[src/rtl/imem_loader_pkg.sv]
// imem_loader_pkg: FSM state encoding and frame constants shared by the boot loader.
package imem_loader_pkg;
   typedef enum logic [2:0] {
      S_IDLE = 3'd0,
      S_LEN0 = 3'd1,
      S_LEN1 = 3'd2,
      S_DATA = 3'd3,
      S_CHK  = 3'd4,
      S_DONE = 3'd5,
      S_ERR  = 3'd6
   } state_t;
   localparam int LEN_BYTES = 2;
   localparam int CHK_BYTES = 1;
endpackage

[src/rtl/imem_word_packer.sv]
// imem_word_packer: assembles little-endian words from bytes, keeps the running XOR and a registered write strobe.
module imem_word_packer (
   input  logic        clk,
   input  logic        reset,
   input  logic        clear,
   input  logic        byte_en,
   input  logic [7:0]  byte_data,
   output logic        word_valid,
   output logic [31:0] word,
   output logic [7:0]  xor_acc,
   output logic [1:0]  lane
);
   logic [23:0] asm_r;
   always_ff @(posedge clk) begin
      if (reset) begin
         lane       <= '0;
         asm_r      <= '0;
         xor_acc    <= '0;
         word_valid <= 1'b0;
         word       <= '0;
      end else begin
         word_valid <= byte_en && lane == 2'd3;
         if (clear) begin
            lane    <= '0;
            xor_acc <= '0;
         end else if (byte_en) begin
            lane    <= lane + 2'd1;
            xor_acc <= xor_acc ^ byte_data;
            // the top byte goes straight into the output word; lower lanes wait in asm_r
            if (lane == 2'd3) word <= {byte_data, asm_r};
            else asm_r[{lane, 3'b000} +: 8] <= byte_data;
         end
      end
   end
endmodule

[src/rtl/imem_loader.sv]
// imem_loader: boot-time writer that loads a length/words/checksum byte stream into instruction memory.
module imem_loader
   import imem_loader_pkg::*;
#(
   parameter int ROM_size = 1024,
   parameter int ADDR_W   = 10
) (
   input  logic              clk,
   input  logic              reset,
   input  logic              start,
   input  logic              byte_valid,
   input  logic [7:0]        byte_data,
   output logic              byte_ready,
   output logic              imem_we,
   output logic [ADDR_W-1:0] imem_addr,
   output logic [31:0]       imem_wdata,
   output logic              cpu_hold,
   output logic              done,
   output logic              error,
   output logic [ADDR_W:0]   words_loaded
);
   state_t      state, state_n;
   logic [15:0] len, n_full;
   logic [1:0]  lane;
   logic [7:0]  xor_acc;
   logic        word_valid, accept, pack_en, clear, last_word;
   assign byte_ready = state inside {S_LEN0, S_LEN1, S_DATA, S_CHK};
   assign accept     = byte_valid && byte_ready;
   assign pack_en    = accept && state == S_DATA;
   assign clear      = start && (state inside {S_IDLE, S_DONE, S_ERR});
   assign n_full     = {byte_data, len[7:0]};
   assign last_word  = (16'(words_loaded) + 16'd1) == len;
   assign done       = state == S_DONE;
   assign error      = state == S_ERR;
   assign cpu_hold   = state != S_DONE;
   // reset must suppress a write already in flight
   assign imem_we    = word_valid && !reset;
   imem_word_packer u_packer (
      .clk        (clk),
      .reset      (reset),
      .clear      (clear),
      .byte_en    (pack_en),
      .byte_data  (byte_data),
      .word_valid (word_valid),
      .word       (imem_wdata),
      .xor_acc    (xor_acc),
      .lane       (lane)
   );
   always_comb begin
      state_n = state;
      case (state)
         S_IDLE, S_DONE, S_ERR: if (start) state_n = S_LEN0;
         S_LEN0: if (byte_valid) state_n = S_LEN1;
         S_LEN1: if (byte_valid) state_n = (32'(n_full) > ROM_size) ? S_ERR : (n_full == 16'd0) ? S_CHK : S_DATA;
         S_DATA: if (byte_valid && lane == 2'd3 && last_word) state_n = S_CHK;
         S_CHK:  if (byte_valid) state_n = (byte_data == xor_acc) ? S_DONE : S_ERR;
         default: state_n = S_IDLE;
      endcase
   end
   always_ff @(posedge clk) begin
      if (reset) begin
         state        <= S_IDLE;
         len          <= '0;
         words_loaded <= '0;
         imem_addr    <= '0;
      end else begin
         state <= state_n;
         if (clear) begin
            len          <= '0;
            words_loaded <= '0;
         end
         if (accept && state == S_LEN0) len[7:0] <= byte_data;
         if (accept && state == S_LEN1) len[15:8] <= byte_data;
         // count and address are captured with the 4th byte so both are valid in the write cycle
         if (pack_en && lane == 2'd3) begin
            words_loaded <= words_loaded + 1'b1;
            imem_addr    <= words_loaded[ADDR_W-1:0];
         end
      end
   end
endmodule

[config.mk]
export PLATFORM = sky130hd
export DESIGN_NAME = imem_loader
export DESIGN_NICKNAME = d
export VERILOG_FILES = /design/src/rtl/imem_loader_pkg.sv /design/src/rtl/imem_word_packer.sv /design/src/rtl/imem_loader.sv
export SDC_FILE = /design/constraint.sdc
export NUM_CORES = 1
export LEC_CHECK = 0
export ABC_CLOCK_PERIOD_IN_PS = 2900
export CAP_MARGIN = 20
export CORE_MARGIN = 5
export CORE_UTILIZATION = 54
export DETAILED_ROUTE_END_ITERATION = 6
export GPL_ROUTABILITY_DRIVEN = 0
export PLACE_DENSITY = 0.79
export SYNTH_ARGS = -nofsm -noshare
export SYNTH_HDL_FRONTEND = slang
export SYNTH_HIERARCHICAL = 1
export SYNTH_SLANG_ARGS = --single-unit
[constraint.sdc]
create_clock -name clk -period 2.9 [get_ports clk]
set_clock_uncertainty 0.2 [all_clocks]
set_input_delay 0.435 -clock clk [delete_from_list [all_inputs] [get_ports clk]]
set_output_delay 0.435 -clock clk [all_outputs]
set_load 0.1 [all_outputs]
## After elaboration in Yosys (flattened, before gate mapping)

Cells that the tools add are included.

| cells by class | value |
|---|---|
| add/subtract/negate cells | 4 |
| multipliers | 0 |
| div/mod/pow operators | 0 |
| $lt $le $gt $ge | 1 |
| equality and inequality tests | 15 |
| shift-type cells | 2 |
| mux-type cells | 15 |
| bitwise logic cells | 3 |
| reductions and logical operators | 22 |

Operators by type and width:

| cell | count |
|---|---|
| $bwmux 24 | 1 |
| $shift 8x7->24 const A | 1 |
| $shiftx 8x7->24 | 1 |
| $mux 11 | 2 |
| $mux 3 | 7 |
| $eq 12x16->1 | 1 |
| $gt 16x11->1 const B | 1 |
| $logic_not 16->1 | 1 |
| $mux 16 | 1 |
| $mux 8 | 2 |
| $pmux 3 s5 | 1 |
| $add 11x1->12 const B | 1 |
| $add 11x1->11 const B | 1 |
| $eq 3x3->1 const B | 3 |
| $logic_and 1x1->1 | 9 |
| $eq 8x8->1 | 1 |
| $ne 2x2->1 const B | 4 |
| $xor 8x8->8 | 1 |
| $neg 5->7 | 1 |
| $eq 3x2->1 const B | 2 |
| $reduce_and 3->1 | 2 |
| $reduce_bool 2->1 | 3 |
| $reduce_and 5->1 | 1 |
| $reduce_bool 4->1 | 1 |
| 12 further kinds | 13 |

| word-level totals | value |
|---|---|
| register bits | 107 |
| latch bits | 0 |
| RAM bits | 0 |
| bits in read-only memories | 0 |
| bits of input ports | 12 |
| output and inout bits | 58 |
| memories kept | 0 |

## Depth between registers and ports, before layout

Gate-level depths: netlist of run 1.

| depth | value |
|---|---|
| depth after elaboration | 6 |
| mapped depth | 11 |
| depth with buffers taken out | 8 |

## Cells and area by module

Netlist of run 1, hierarchy kept.

Modules (own cells, without submodules):

| module | instances | cells an instance | area an instance (um^2) | sequential area each (um^2) |
|---|---|---|---|---|
| imem_word_packer | 1 | 307 | 2577.5 | 1341.3 |
| imem_loader | 1 | 308 | 2318.5 | 800.8 |

## Worst setup path after synthesis of run 1

No wires, ideal clock.

| timing | value |
|---|---|
| path type | register to register |
| from | register state[1] |
| to | register u_packer.asm_r[14] |
| arrival time | 3.531 ns |
| required time | 2.630 ns |
| setup slack | -0.901 ns |
| cell stages (with the launch flop) | 11 |
| path buffers | 2 |
| period minus slack after synthesis | 3.801 ns |
| path through | dfxtp_1 buf_2 nor2b_1 nand2_1 clkinv_1 o21ai_2 inv_2 and4bb_2 buf_2 nand4b_1 a21oi_1 |

| between the ends | value |
|---|---|
| longest elaborated chain between the ends | 5 |

RTL lines:

| item | RTL line | source |
|---|---|---|
| start: declaration | imem_loader.sv:22 | `state_t state, state_n;` |
| start signal: assignment | imem_loader.sv:67 | `state <= state_n;` |
| $eq 3x3->1 | -- |  |
| via done | imem_loader.sv:18 | `output logic done,` |
| $reduce_bool 3->1 | imem_loader.sv:30 | `assign clear = start && (state inside {S_IDLE, S_DONE, S_ERR});` |
| $logic_and 1x1->1 | imem_loader.sv:30 |  |
| via clear | imem_loader.sv:26 | `logic word_valid, accept, pack_en, clear, last_word;` |
| $not 1->1 (no source line) | -- |  |
| $reduce_and 3->1 (no source line) | -- |  |
| end signal: indexed assignment | imem_word_packer.sv:31 | `else asm_r[{lane, 3'b000} +: 8] <= byte_data;` |
| end: declaration | imem_word_packer.sv:13 | `logic [23:0] asm_r;` |

The timed path passes the listed nets, and every way through them passes these cells.
A chain may end at the register's enable or synchronous reset.

## Worst setup path after layout of run 1

| timing | value |
|---|---|
| from | register words_loaded[0] |
| to | register state[2] |

| between the ends | value |
|---|---|
| longest elaborated chain between the ends | 5 |

RTL lines:

| item | RTL line | source |
|---|---|---|
| start: declaration | imem_loader.sv:20 | `output logic [ADDR_W:0] words_loaded` |
| start signal: assignment | imem_loader.sv:76 | `words_loaded <= words_loaded + 1'b1;` |
| $add 11x1->12 | imem_loader.sv:32 | `assign last_word = (16'(words_loaded) + 16'd1) == len;` |
| $eq 12x16->1 | imem_loader.sv:32 |  |
| $logic_and 1x1->1 | imem_loader.sv:55 | `S_DATA: if (byte_valid && lane == 2'd3 && last_word) state_n = S_CHK;` |
| $ne 2x1->1 (no source line) | -- |  |
| $reduce_and 5->1 (no source line) | -- |  |

No other way between the ends.

==> results.yml, run 1 <==
outcome:
  outcome: "finished clean"
pwr:
  peakVddDrop_v: 0.0003079
  power_density_nw_per_um2: 580.1
  p_leak_uw: 0.002074
setup_path:
  crit_type: "flip-flop to flip-flop"
  required_ns: 3.00
  cp-end-kind: "flip-flop"
  crit_fanout: 8
  start_kind: "flip-flop"
  path_common_cell: "a211oi_2"
  critical-path-max-stage-delay_ns: 0.43
  cp_slowest_cell: "dfxtp_2"
  critical_path.cell_chain: "ha_1 > and4_1 > nand4_1 > mux2_2 > a211oi_2 > or3_1 > a211oi_2"
  cp_data_arrival_time_ns: 2.61
cts:
  clock_sinks: 107
  post-cts-setup-buffer-count: 0
  clkLatencyLatePin_ns: 0.37
  ctsResizeCount: 0
  cts_tree: "done"
  clkTransAtPathRegs_ns: 0.11
  numCtsBuffers: 9
  ctsHoldBuffers: 0
  htreeDepth: 3
  clock_path_buffers: 2
  cts-root-buf: "clkbuf_8"
yosys:
  synth_top_area_share_pct: 43.75
  ys.flop_type: "dfxtp_1"
  syn_inst: 615
  syn_avg_cell_area_sq_um: 7.961
  yosysMostFrequentCell: "nand2_1"
  ys_seq_area_share_pct: 43.75
  synthesis.nets: 633
  ys_seq_elements: 107
  synth_top_cells_by_area: "dfxtp_1 (44%), nand2_1 (12%), a21oi_1 (9.8%)"
  yosysTopAreaCell: "dfxtp_1"
  synth_common_cells: "nand2_1 (151), dfxtp_1 (107), a21oi_1 (96)"
  synth_warnings: 6
  synthArstFlopShare_pct: 0
  ys_types: 54
  synth_area_sq_um: 4896
  synth-edff-count: 0
grt:
  grt_pass1_vias: 4231
  grt_usage_pct: 21.66
  grt_pass1_wl_um: 20170
  gr-total-overflow: 0
  antenna_found_initial: 0
  grt_start_max_net_pins: 58
floorplan:
  rows: 34
  dieArea_sq_um: 11070
  coreArea_sq_um: 8763
  start_util_pct: 55.87
  boundaryPins: 70
  die_x_um: 105.2
  die_h_um: 105.2
detailed_routing:
  vias: 4366
  drtIter0Drc: 274
  drt-total-wl_um: 12170
  antenna_left: 0
  vias_per_cell: 5.590
  wl_per_cell_um: 15.58
  drt-pass1-iter-count: 5
  drc: 0
min_path:
  hold_path_class: "flip-flop to flip-flop"
timing:
  timing.fmax_mhz: 398.6
  hold_viol: 0
  fin_ws_ns: 0.3910
  worst_pin_slew_ns: 0.5743
  maxSlewHeadroom_pct: 61.71
  fin_crit_sh_pct: 86.52
  drv_slew: 0
  fin_tns_setup_ns: 0
  setup_violations: 0
  rsz0062_at_grt: "false"
  period_minus_slack_ns: 2.509
placement:
  hpwl_um: 8488
  post-place-ws_ns: 0.1849
  io_buffers: 69
layout:
  syn_to_final_growth_pct: 17.12
  diodes: 0
  final_nets: 686
  final_layout_size_suffix_gt1_share_pct: 16.64
job:
  drv_cap: 0
routing by layer:
metal / vias up / share of wire, % / track usage (%)
met3: 17 / 4.7 / 3.484
met1: 2044 / 43 / 26.80
met2: 117 / 51 / 38.07
met4: 0 / 1.6 / 7.489
li1: 2188 / - / -
met5: - / 0 / 0
final cells by class:
cell class | instances | area (sq um)
clock buffer | 10 | 137.6
clock inverter | 6 | 72.57
fill | 751 | 3029
inverter | 6 | 27.53
multi-input combinational | 458 | 2524
sequential | 107 | 2145
tap | 108 | 135.1
timing repair buffer | 86 | 693.2
report_power, final:
part,total [uW],leakage (uW),switching (uW),internal (uW)
combinational,771,0.00111,509,262
sequential,1590,0.000864,77.5,1510
clock,964,0.000103,531,433
total,3330,0.00207,1120,2210
cells by family after synthesis:
kind of cell,share of synthesized area (%)
multiplexers,1.073
flip-flops,43.75
XOR/XNOR,6.466
AND/OR/NAND/NOR,28.37
AO/OA/AOI/OAI,14.06
adder cells (fa/ha/maj),1.533
buffers and inverters,4.753
metrics by stage:
step	util [%]	instance area [sq um]	cells	hold slack [ns]	total power [uW]
after floorplan	-	4906	615	0.2321	2197
after CTS	65.43	5734	781	0.2489	3333
final	65.43	5734	781	0.2509	3326
after detailed placement	63.04	5524	765	0.2460	2385
after global placement	63.04	5524	765	0.2418	2364
after global routing	65.43	5734	781	0.2667	3478
critical path: cells and delay by family, from the launching register on:
| kind | cells | cell delay, ns |
|---|---|---|
| DFF | 1 | 0.43 |
| AOI/OAI and AO/OA | 2 | 0.28 |
| and+or+nand+nor | 3 | 0.91 |
| adders and majority gates | 1 | 0.31 |
| muxes | 1 | 0.30 |
placed cells by master, fill, tap and decap left out, types with 3 or more instances in the layout:
| master | instances |
|---|---|
| nand4_1 | 4 |
| xor2_1 | 17 |
| and3_1 | 5 |
| clkdlybuf4s50_1 | 10 |
| nor3_1 | 6 |
| nor4_1 | 3 |
| o21ai_0 | 3 |
| and2_1 | 4 |
| and4bb_2 | 3 |
| nor2_1 | 27 |
| clkbuf_8 | 10 |
| inv_1 | 4 |
| nor2b_1 | 7 |
| buf_4 | 73 |
| dfxtp_1 | 105 |
| nand3b_1 | 4 |
| nand2_1 | 150 |
| ha_1 | 6 |
| clkinv_4 | 3 |
| mux2i_1 | 3 |
| xnor2_1 | 16 |
| or3_1 | 7 |
| nand3_1 | 47 |
| o21ai_1 | 7 |
| nand4bb_1 | 3 |
| a21oi_1 | 96 |
final timing paths:
path                                   startpoint          endpoint  slack [ns]  cells past startpoint
worst min-delay path            u_packer/asm_r[1]  u_packer/word[1]        0.25                      2
worst max-delay path              words_loaded[0]          state[2]        0.39                      7
worst min register to register  u_packer/asm_r[1]  u_packer/word[1]        0.25                      2
worst max register to register    words_loaded[0]          state[2]        0.39                      7
state kept, by name (all words and copies together), names as in the netlist:
name                 cells
state                    3
u_packer/xor_acc         8
u_packer/word           32
u_packer/asm_r          24
imem_addr               10
u_packer/lane            2
words_loaded            11
len                     16
u_packer/word_valid      1
Power figures use the tool's default switching activity.
==> run 2: changes to the inputs <==
--- a/config.mk
+++ b/config.mk
@@ -12,6 +12,7 @@
 export DETAILED_ROUTE_END_ITERATION = 6
 export GPL_ROUTABILITY_DRIVEN = 0
 export PLACE_DENSITY = 0.79
+export SLEW_MARGIN = 20
 export SYNTH_ARGS = -nofsm -noshare
 export SYNTH_HDL_FRONTEND = slang
 export SYNTH_HIERARCHICAL = 1
==> results of run 2 <==
Final layout, timing and power as in run 1 (identical DEF).
